`src/rtl/exc_commit_if.sv`:
```
// Exception-commit bus: the exception record and ROB/branch/eret status going
// in, flush/redirect/EPC state coming out. The producer side uses master, the
// commit controller uses slave.
interface exc_commit_if #(
    parameter int INST_W = 6,
    parameter int PC_W   = 32
);
    logic              exc_valid;
    logic [INST_W-1:0] exc_inst_num;
    logic [15:0]       exc_handler_addr;
    logic [3:0]        exc_cause;
    logic [PC_W-1:0]   exc_pc;
    logic              rob_head_valid;
    logic [INST_W-1:0] rob_head_inst_num;
    logic              br_flush;
    logic [INST_W-1:0] br_inst_num;
    logic              eret_valid;

    logic              flush;
    logic              redirect_valid;
    logic [PC_W-1:0]   redirect_pc;
    logic [PC_W-1:0]   epc;
    logic [3:0]        cause;
    logic              in_handler;
    logic              exc_busy;

    modport master (
        output exc_valid, exc_inst_num, exc_handler_addr, exc_cause, exc_pc,
               rob_head_valid, rob_head_inst_num, br_flush, br_inst_num, eret_valid,
        input  flush, redirect_valid, redirect_pc, epc, cause, in_handler, exc_busy
    );

    modport slave (
        input  exc_valid, exc_inst_num, exc_handler_addr, exc_cause, exc_pc,
               rob_head_valid, rob_head_inst_num, br_flush, br_inst_num, eret_valid,
        output flush, redirect_valid, redirect_pc, epc, cause, in_handler, exc_busy
    );
endinterface

```
`src/rtl/exc_commit_ctrl.sv`:
```
// Exception commit controller. Holds the oldest outstanding exception record,
// commits it when its instruction reaches the ROB head (flush, save EPC/cause,
// redirect to handler) and handles return-from-exception back to EPC+4.
// Ages are measured relative to the ROB head so tag wrap-around is harmless.
module exc_commit_ctrl #(
    parameter int INST_W       = 6,
    parameter int PC_W         = 32,
    parameter int FLUSH_CYCLES = 2
) (
    input  logic         clk,
    input  logic         rst_n,
    exc_commit_if.slave  bus
);

    typedef enum logic [2:0] {
        S_IDLE,
        S_PENDING,
        S_FLUSH,
        S_REDIRECT,
        S_HANDLER,
        S_ERET
    } state_t;

    state_t            state_q;
    logic [INST_W-1:0] pend_tag_q;
    logic [15:0]       pend_handler_q;
    logic [3:0]        pend_cause_q;
    logic [PC_W-1:0]   pend_pc_q;
    logic [2:0]        cnt_q;
    logic              flush_q;
    logic              redirect_valid_q;
    logic [PC_W-1:0]   redirect_pc_q;
    logic [PC_W-1:0]   epc_q;
    logic [3:0]        cause_q;
    logic              in_handler_q;
    logic              busy_q;

    // Distances from the ROB head; smaller means older, valid across wrap.
    logic [INST_W-1:0] age_pend;
    logic [INST_W-1:0] age_exc;
    logic [INST_W-1:0] age_br;
    logic              exc_older;
    logic              exc_hit;
    logic              pend_hit;
    logic              squash;

    assign age_pend  = pend_tag_q - bus.rob_head_inst_num;
    assign age_exc   = bus.exc_inst_num - bus.rob_head_inst_num;
    assign age_br    = bus.br_inst_num - bus.rob_head_inst_num;
    assign exc_older = bus.exc_valid && (age_exc < age_pend);
    // A replacing exception already sitting at the head commits immediately.
    assign exc_hit   = exc_older && bus.rob_head_valid
                       && (bus.exc_inst_num == bus.rob_head_inst_num);
    assign pend_hit  = bus.rob_head_valid && (bus.rob_head_inst_num == pend_tag_q);
    // Only instructions strictly younger than the branch are squashed.
    assign squash    = bus.br_flush && (age_pend > age_br);

    // Commit FSM with all outputs registered alongside the state.
    always_ff @(posedge clk or negedge rst_n) begin
        if (!rst_n) begin
            state_q          <= S_IDLE;
            pend_tag_q       <= '0;
            pend_handler_q   <= '0;
            pend_cause_q     <= '0;
            pend_pc_q        <= '0;
            cnt_q            <= '0;
            flush_q          <= 1'b0;
            redirect_valid_q <= 1'b0;
            redirect_pc_q    <= '0;
            epc_q            <= '0;
            cause_q          <= 4'h0;
            in_handler_q     <= 1'b0;
            busy_q           <= 1'b0;
        end else begin
            case (state_q)
                S_IDLE: begin
                    if (bus.exc_valid) begin
                        pend_tag_q     <= bus.exc_inst_num;
                        pend_handler_q <= bus.exc_handler_addr;
                        pend_cause_q   <= bus.exc_cause;
                        pend_pc_q      <= bus.exc_pc;
                        state_q        <= S_PENDING;
                        busy_q         <= 1'b1;
                    end
                end
                S_PENDING: begin
                    // Priority: head match, then branch squash, then replacement.
                    if (pend_hit || exc_hit) begin
                        if (exc_hit) begin
                            epc_q          <= bus.exc_pc;
                            cause_q        <= bus.exc_cause;
                            pend_handler_q <= bus.exc_handler_addr;
                        end else begin
                            epc_q   <= pend_pc_q;
                            cause_q <= pend_cause_q;
                        end
                        flush_q <= 1'b1;
                        cnt_q   <= 3'd1;
                        state_q <= S_FLUSH;
                    end else if (squash) begin
                        state_q <= S_IDLE;
                        busy_q  <= 1'b0;
                    end else if (exc_older) begin
                        pend_tag_q     <= bus.exc_inst_num;
                        pend_handler_q <= bus.exc_handler_addr;
                        pend_cause_q   <= bus.exc_cause;
                        pend_pc_q      <= bus.exc_pc;
                    end
                end
                S_FLUSH: begin
                    if (cnt_q == 3'(FLUSH_CYCLES)) begin
                        flush_q          <= 1'b0;
                        redirect_valid_q <= 1'b1;
                        redirect_pc_q    <= PC_W'(pend_handler_q);
                        state_q          <= S_REDIRECT;
                    end else begin
                        cnt_q <= cnt_q + 3'd1;
                    end
                end
                S_REDIRECT: begin
                    redirect_valid_q <= 1'b0;
                    in_handler_q     <= 1'b1;
                    state_q          <= S_HANDLER;
                end
                S_HANDLER: begin
                    // Nested exceptions are not taken while in the handler.
                    if (bus.eret_valid) begin
                        redirect_valid_q <= 1'b1;
                        redirect_pc_q    <= epc_q + PC_W'(4);
                        flush_q          <= 1'b1;
                        state_q          <= S_ERET;
                    end
                end
                S_ERET: begin
                    redirect_valid_q <= 1'b0;
                    flush_q          <= 1'b0;
                    in_handler_q     <= 1'b0;
                    busy_q           <= 1'b0;
                    state_q          <= S_IDLE;
                end
                default: begin
                    state_q <= S_IDLE;
                    busy_q  <= 1'b0;
                end
            endcase
        end
    end

    assign bus.flush          = flush_q;
    assign bus.redirect_valid = redirect_valid_q;
    assign bus.redirect_pc    = redirect_pc_q;
    assign bus.epc            = epc_q;
    assign bus.cause          = cause_q;
    assign bus.in_handler     = in_handler_q;
    assign bus.exc_busy       = busy_q;

endmodule

```
`src/flat_wrapper.sv`:
```
// flat-port wrapper written by rule: the top's interface ports become plain ports
module exc_commit_ctrl_flat 
#(
    parameter int INST_W       = 6,
    parameter int PC_W         = 32,
    parameter int FLUSH_CYCLES = 2
)
  (clk, rst_n, bus_exc_valid, bus_exc_inst_num, bus_exc_handler_addr, bus_exc_cause, bus_exc_pc, bus_rob_head_valid, bus_rob_head_inst_num, bus_br_flush, bus_br_inst_num, bus_eret_valid, bus_flush, bus_redirect_valid, bus_redirect_pc, bus_epc, bus_cause, bus_in_handler, bus_exc_busy);
  exc_commit_if #(.INST_W(INST_W), .PC_W(PC_W)) bus_i ();
  input  logic clk;
  input  logic rst_n;
  input wire logic [$bits(bus_i.exc_valid)-1:0] bus_exc_valid;
  input wire logic [$bits(bus_i.exc_inst_num)-1:0] bus_exc_inst_num;
  input wire logic [$bits(bus_i.exc_handler_addr)-1:0] bus_exc_handler_addr;
  input wire logic [$bits(bus_i.exc_cause)-1:0] bus_exc_cause;
  input wire logic [$bits(bus_i.exc_pc)-1:0] bus_exc_pc;
  input wire logic [$bits(bus_i.rob_head_valid)-1:0] bus_rob_head_valid;
  input wire logic [$bits(bus_i.rob_head_inst_num)-1:0] bus_rob_head_inst_num;
  input wire logic [$bits(bus_i.br_flush)-1:0] bus_br_flush;
  input wire logic [$bits(bus_i.br_inst_num)-1:0] bus_br_inst_num;
  input wire logic [$bits(bus_i.eret_valid)-1:0] bus_eret_valid;
  output wire logic [$bits(bus_i.flush)-1:0] bus_flush;
  output wire logic [$bits(bus_i.redirect_valid)-1:0] bus_redirect_valid;
  output wire logic [$bits(bus_i.redirect_pc)-1:0] bus_redirect_pc;
  output wire logic [$bits(bus_i.epc)-1:0] bus_epc;
  output wire logic [$bits(bus_i.cause)-1:0] bus_cause;
  output wire logic [$bits(bus_i.in_handler)-1:0] bus_in_handler;
  output wire logic [$bits(bus_i.exc_busy)-1:0] bus_exc_busy;
  assign bus_i.exc_valid = bus_exc_valid;
  assign bus_i.exc_inst_num = bus_exc_inst_num;
  assign bus_i.exc_handler_addr = bus_exc_handler_addr;
  assign bus_i.exc_cause = bus_exc_cause;
  assign bus_i.exc_pc = bus_exc_pc;
  assign bus_i.rob_head_valid = bus_rob_head_valid;
  assign bus_i.rob_head_inst_num = bus_rob_head_inst_num;
  assign bus_i.br_flush = bus_br_flush;
  assign bus_i.br_inst_num = bus_br_inst_num;
  assign bus_i.eret_valid = bus_eret_valid;
  assign bus_flush = bus_i.flush;
  assign bus_redirect_valid = bus_i.redirect_valid;
  assign bus_redirect_pc = bus_i.redirect_pc;
  assign bus_epc = bus_i.epc;
  assign bus_cause = bus_i.cause;
  assign bus_in_handler = bus_i.in_handler;
  assign bus_exc_busy = bus_i.exc_busy;
  exc_commit_ctrl #(.INST_W(INST_W), .PC_W(PC_W), .FLUSH_CYCLES(FLUSH_CYCLES)) u_core (.clk(clk), .rst_n(rst_n), .bus(bus_i));
endmodule
```
`config.mk`:
```
export PLATFORM = sky130hd
export DESIGN_NAME = exc_commit_ctrl_flat
export DESIGN_NICKNAME = d
export VERILOG_FILES = /design/src/rtl/exc_commit_if.sv /design/src/rtl/exc_commit_ctrl.sv /design/src/flat_wrapper.sv
export SDC_FILE = /design/constraint.sdc
export NUM_CORES = 1
export LEC_CHECK = 0
export BUFFER_PORTS_ARGS = -buffer_cell sky130_fd_sc_hd__buf_2
export CORE_ASPECT_RATIO = 1.75
export CORE_MARGIN = 2
export CORE_UTILIZATION = 50
export CTS_CLUSTER_SIZE = 14
export DETAILED_ROUTE_END_ITERATION = 12
export PLACE_DENSITY = 0.8
export SETUP_SLACK_MARGIN = 0.15
export SYNTH_ARGS = -nofsm -noshare
export SYNTH_HDL_FRONTEND = slang
export SYNTH_SLANG_ARGS = --single-unit
```
`constraint.sdc`:
```
create_clock -name clk -period 3.7 [get_ports clk]
set_input_delay 0 -clock clk [delete_from_list [all_inputs] [get_ports clk]]
set_output_delay 0 -clock clk [all_outputs]
set_load 0.05 [all_outputs]
```
Word-level counts from Yosys, hierarchy flattened
Cells that the tools add are included.

$mul: 0. Shifts and indexed selects: 0. Add/subtract/negate cells: 5. Multiplexer cells: 46. Divide/modulo/power cells: 0. Magnitude comparators: 2. Reduce and logical (&&, ||, !) cells: 24. Equality and inequality tests: 21. Bitwise logic cells: 1.

Operator list (number): $mux W32 (7); $pmux W32 S2 (2); $mux W16 (5); $add A32 B3 Y32 const B (1); $pmux W16 S2 (1); $mux W6 (4); $mux W3 (7); $mux W4 (5); $sub A6 B6 Y6 (3); $pmux W3 S5 (1); $eq A6 B6 Y1 (2); $pmux W6 S2 (1); $reduce_and A4 Y1 (3); $ne A2 B2 Y1 const B (5); $reduce_and A5 Y1 (2); $eq A3 B2 Y1 const B (3); $reduce_and A3 Y1 (3); $ne A2 B1 Y1 const B (4); $pmux W4 S2 (1); $reduce_bool A2 Y1 (4); $mux W1 (7); $eq A3 B3 Y1 const B (2); $gt A6 B6 Y1 (1); $lt A6 B6 Y1 (1); other kinds (18) (24).

Word-level logic and storage cells: 112. Memory bits (writable): 0. Output and inout bits: 72. Input port bits: 76. Memories: 0. Register bits: 136. Bits in latches: 0. Bits in read-only memories: 0.

Logic depth before layout (Yosys ltp)
Depth after elaboration: 8. Gate-level depth with buffers: 17. Mapped depth without buffers: 15.

Least setup slack after synthesis
Ideal clock, no wire load.

Kind: reg-to-reg. From: register u_core.pend_tag_q[1]. To: register u_core.pend_handler_q[0]. Setup time: 0.125 ns. Arrival time: 3.304 ns. Setup slack: 0.270 ns. Buffers on the path: 1. Required time: 3.575 ns. Cell stages (with the launch flop): 15. Period minus slack after synthesis: 3.430 ns. Cells stage by stage: dfrtp_1 ha_1 a21o_1 a21o_1 a21o_1 a21o_1 xnor2_1 ha_1 and4_1 a31o_2 a31oi_1 nor3b_2 o21ai_4 buf_12 mux2_4.

Longest elaborated chain between the ends: 8. Elaborated cells on any way between the ends: 16. Classes of those cells: add/sub: 1; order compare: 2; eq/ne: 4; mux: 2; reduce/logical: 7.

Ends and longest elaborated chain: start: declaration (line exc_commit_ctrl.sv:25) `logic [INST_W-1:0] pend_tag_q;`; start signal: assignment (line exc_commit_ctrl.sv:78) `pend_tag_q <= bus.exc_inst_num;`; start signal: assignment (line exc_commit_ctrl.sv:104) `pend_tag_q <= bus.exc_inst_num;`; $sub A6 B6 Y6 (line exc_commit_ctrl.sv:47) `assign age_pend = pend_tag_q - bus.rob_head_inst_num;`; $lt A6 B6 Y1 (line exc_commit_ctrl.sv:50) `assign exc_older = bus.exc_valid && (age_exc < age_pend);`; $logic_and A1 B1 Y1 (line exc_commit_ctrl.sv:50); $logic_and A1 B1 Y1 (line exc_commit_ctrl.sv:52) `assign exc_hit = exc_older && bus.rob_head_valid`; $logic_and A1 B1 Y1 (line exc_commit_ctrl.sv:53) `&& (bus.exc_inst_num == bus.rob_head_inst_num);`; $logic_or A1 B1 Y1 (line exc_commit_ctrl.sv:88) `if (pend_hit || exc_hit) begin`; $ne A3 B2 Y1 (no line) (tied with other cells); $reduce_and A5 Y1 (no line) / $pmux W16 S2 (equally long branches); end signal: assignment (line exc_commit_ctrl.sv:79) `pend_handler_q <= bus.exc_handler_addr;`; end signal: assignment (line exc_commit_ctrl.sv:92) `pend_handler_q <= bus.exc_handler_addr;`; end signal: assignment (line exc_commit_ctrl.sv:105) `pend_handler_q <= bus.exc_handler_addr;`; end: declaration (line exc_commit_ctrl.sv:26) `logic [15:0] pend_handler_q;`.

Several ways; a longest one is shown, not always the timed one. A chain may end at the register's enable or synchronous reset.

Worst setup path in the final report
From: register u_core.pend_tag_q[0]. To: register u_core.pend_handler_q[11].

The elaborated chain is that of the path after synthesis.

==> impl_metrics.json <==
{
  "grtUsageTotal_pct": 23.5,
  "peakVddDrop_mv": 0.659,
  "kind_of_start_point_of_the_critical_path": "flip-flop",
  "power_leakage_nw": 4.89,
  "gp_congestion": 0.883,
  "detailroute.via_count": 5824,
  "worst_margin_pin_slew_ns": 0.735,
  "clock_power_share_pct": 19.9,
  "core_mm2": 0.0139,
  "finalSetupTns_ns": 0,
  "seqPwrFrac_pct": 28.9,
  "cts_htree_levels": 4,
  "io_buffers": 147,
  "global_route.overflow_total": 0,
  "cts.root.buffer_cell": "sky130_fd_sc_hd__clkbuf_16",
  "outcome": "finished clean",
  "first_global_vias": 5912,
  "post_drt_via_cell_ratio": 5.37,
  "max_cap_violations": 0,
  "area_growth_syn_to_layout_pct": 36.4,
  "share_of_layout_cells_above_drive_strength_1_pct": 28.7,
  "synth_area_mm2": 0.00712,
  "postSynthNetCount": 778,
  "critical_path_required_ns": 3.99,
  "synth_seq_area_share_pct": 47.8,
  "finalHoldViolCount": 0,
  "numClockSinks": 136,
  "num-nets-final": 1003,
  "worstPathMaxFanout": 8,
  "cts_made_buffers": 17,
  "clkSlewWorstSetupHoldPaths_ns": 0.06,
  "mostFrequentLayoutCell": "sky130_fd_sc_hd__buf_2",
  "achievable-frequency_mhz": 284,
  "die-area_mm2": 0.0152,
  "hold_path.class": "primary input to flip-flop",
  "critical_setup_path_kind": "flip-flop to flip-flop",
  "clk_path_buf_depth": 2,
  "wire_per_inst_um": 16.9,
  "yosys_register_bits": 136,
  "finClkSkew_ns": 0.0114,
  "pin_count_of_the_biggest_net_entering_global_routing": 81,
  "ys_types": 49,
  "power.share.combinational_pct": 51.2,
  "detail-route-antenna-nets": 0,
  "cellInternalPower_w": 0.00554,
  "final_min_period_over_clock_period_pct": 95.1,
  "clock_tree_from_tritoncts": "built",
  "dominantRegCellSynth": "sky130_fd_sc_hd__dfrtp_1",
  "swShare_pct": 38.6,
  "num_antenna_cells": 0,
  "final_area_mm2": 0.00971,
  "arrival_time_of_the_worst_setup_path_ns": 3.80,
  "number_of_antenna_violations_at_the_first_check_in_global_routing": 0,
  "rsz0062_at_grt": "true",
  "synthArstFlopShare_pct": 100,
  "setup_violation_total_in_the_final_timing_report": 0,
  "synth_top_area_cell": "sky130_fd_sc_hd__dfrtp_1",
  "drt-total-wl_mm": 18.3,
  "max_slew_margin_pct": 51.0,
  "endpoint_kind": "flip-flop",
  "dpl_cell_area_mm2": 0.00811,
  "synth_edf_count": 0,
  "number_of_top_level_design_ports": 148,
  "clkLatencyLatePin_ns": 0.41,
  "route.detailed.drc": 0,
  "top_cells_by_area_synth": "sky130_fd_sc_hd__dfrtp_1 48%, sky130_fd_sc_hd__mux2_1 6.2%, sky130_fd_sc_hd__mux2i_1 6.0%",
  "initial_utilization_pct": 51.2,
  "first_pass_iters": 7,
  "grt_first_pass_wirelength_mm": 28.2,
  "rows": 57,
  "final-max-slew-violation-count": 0,
  "synth.top_cell.area_share_pct": 47.8,
  "synthCells": 670,
  "drt_iter0_markers": 352,
  "die_width_um": 94.2,
  "post_synth.cell_area_avg_um2": 10.6,
  "mostFrequentLayoutCells": "146 x sky130_fd_sc_hd__buf_2, 136 x sky130_fd_sc_hd__dfrtp_1, 73 x sky130_fd_sc_hd__nor2_1",
  "total_net_switching_power_w": 0.00348,
  "die_h_um": 162,
  "synth.yosys.warnings": 0,
  "power.density_mw_per_mm2": 929,
  "finalPower_w": 0.00902,
  "ff2ff_setup_slack_ns": 0.18,
  "finalWorstPathRequiredPeriod_ns": 3.52,
  "dp_hpwl_mm": 12.3
}
## cell type report
cell class              count  area (µm²)
flip-flops and latches    136        3400
fillers                   979        4200
multi-input cells         481        3620
clock buffers              21         460
well taps                 177         221
inverters                  24        90.1
repair buffers            235        1740
clock inverters            11         170
## power by group through the flow
stage                     Combinational [W]  Sequential (W)  Clock, W
after floorplan                     0.00209         0.00321         0
after global placement              0.00357         0.00256         0
after detailed placement            0.00367         0.00259         0
after CTS                           0.00405         0.00258   0.00182
after global routing                0.00494         0.00268   0.00188
final                               0.00462         0.00260   0.00179
## flip-flops by register name, summed over array words and instances (netlist names)
| register | flops |
|---|---|
| u_core.pend_pc_q | 32 |
| u_core.bus.redirect_pc | 32 |
| u_core.bus.flush | 1 |
| u_core.pend_handler_q | 16 |
| u_core.pend_tag_q | 6 |
| u_core.cnt_q | 3 |
| u_core.bus.redirect_valid | 1 |
| u_core.bus.in_handler | 1 |
| u_core.bus.epc | 32 |
| u_core.state_q | 3 |
| u_core.bus.cause | 4 |
| u_core.pend_cause_q | 4 |
| u_core.bus.exc_busy | 1 |
## worst max-delay path, cell delays in order, from the launching register on
cell and delay, ns:
sky130_fd_sc_hd__dfrtp_1 0.39, sky130_fd_sc_hd__inv_2 0.09, sky130_fd_sc_hd__ha_4 0.13, sky130_fd_sc_hd__inv_2 0.04, sky130_fd_sc_hd__a21o_1 0.16, sky130_fd_sc_hd__a21o_1 0.16, sky130_fd_sc_hd__a21o_1 0.16, sky130_fd_sc_hd__a21o_1 0.18
sky130_fd_sc_hd__xnor2_1 0.13, sky130_fd_sc_hd__ha_1 0.33, sky130_fd_sc_hd__and4_1 0.20, sky130_fd_sc_hd__a31o_2 0.23, sky130_fd_sc_hd__a31oi_1 0.16, sky130_fd_sc_hd__buf_4 0.15, sky130_fd_sc_hd__buf_6 0.10, sky130_fd_sc_hd__nor3b_4 0.04
sky130_fd_sc_hd__o21ai_4 0.23, sky130_fd_sc_hd__clkbuf_16 0.22, sky130_fd_sc_hd__mux2_4 0.30
## cells in the mapped netlist (all sizes together), types with 2 or more instances
| cell type | n |
|---|---|
| a21o | 15 |
| a21oi | 57 |
| and3 | 5 |
| buf | 15 |
| clkbuf | 14 |
| dfrtp | 136 |
| fa | 3 |
| ha | 29 |
| inv | 24 |
| mux2 | 57 |
| mux2i | 43 |
| nand2 | 59 |
| nand2b | 4 |
| nand3 | 12 |
| nand4 | 9 |
| nor2 | 73 |
| nor2b | 3 |
| nor3 | 9 |
| nor4 | 2 |
| o211ai | 2 |
| o21ai | 37 |
| o31ai | 2 |
| xnor2 | 28 |
| xor2 | 17 |
## metrics by stage
step | instances | utilization (%) | hold slack, ns | worst slack, ns
after global placement | 979 | 58.3 | 0.0872 | 0.154
after floorplan | 670 | - | -0.296 | 0.270
after detailed placement | 979 | 58.3 | 0.0866 | 0.0286
after global routing | 1085 | 69.8 | 0.0440 | 0.0667
final | 1085 | 69.8 | 0.0194 | 0.181
after CTS | 1079 | 68.1 | 0.00410 | 0.138
## cells by family after synthesis
family / Yosys count / synth area share [%]
buffers and inverters: 53 / 3.71
adder cells (fa/ha/maj): 32 / 5.94
XOR/XNOR: 45 / 5.54
AND/OR/NAND/NOR: 181 / 11.4
multiplexers: 100 / 15.6
flip-flops: 136 / 47.8
AO/OA/AOI/OAI: 123 / 10.0
## timing repair
action,4_1_cts,5_1_grt
pin swaps,7,10
buffers inserted,8,3
hold buffers,59,0
setup endpoints to repair,39,57
gates resized for setup,6,34
hold endpoints to repair,172,0
gates cloned,1,3
## routing by layer
metal | track usage, % | wire (µm) | vias to the layer above | share of wire [%]
li1 | - | - | 2779 | -
met4 | 10.7 | 572 | 0 | 3.1
met2 | 42.0 | 9890 | 176 | 54
met3 | 4.55 | 728 | 35 | 4.0
met5 | 0 | 0 | - | 0
met1 | 26.6 | 7140 | 2834 | 39
## path summary, 6_finish.rpt
path	startpoint	to	depth (start not counted)
setup / recovery	u_core.pend_tag_q[0]	u_core.pend_handler_q[11]	18
hold / removal	bus_eret_valid	u_core.state_q[0]	5
setup reg to reg	u_core.pend_tag_q[0]	u_core.pend_handler_q[11]	18
hold reg to reg	u_core.bus.redirect_pc[21]	u_core.bus.redirect_pc[21]	2
max in group asynchronous	rst_n	u_core.pend_pc_q[3]	3
min in group asynchronous	rst_n	u_core.bus.epc[23]	2
Note: power is estimated with default switching activity, not from simulation.
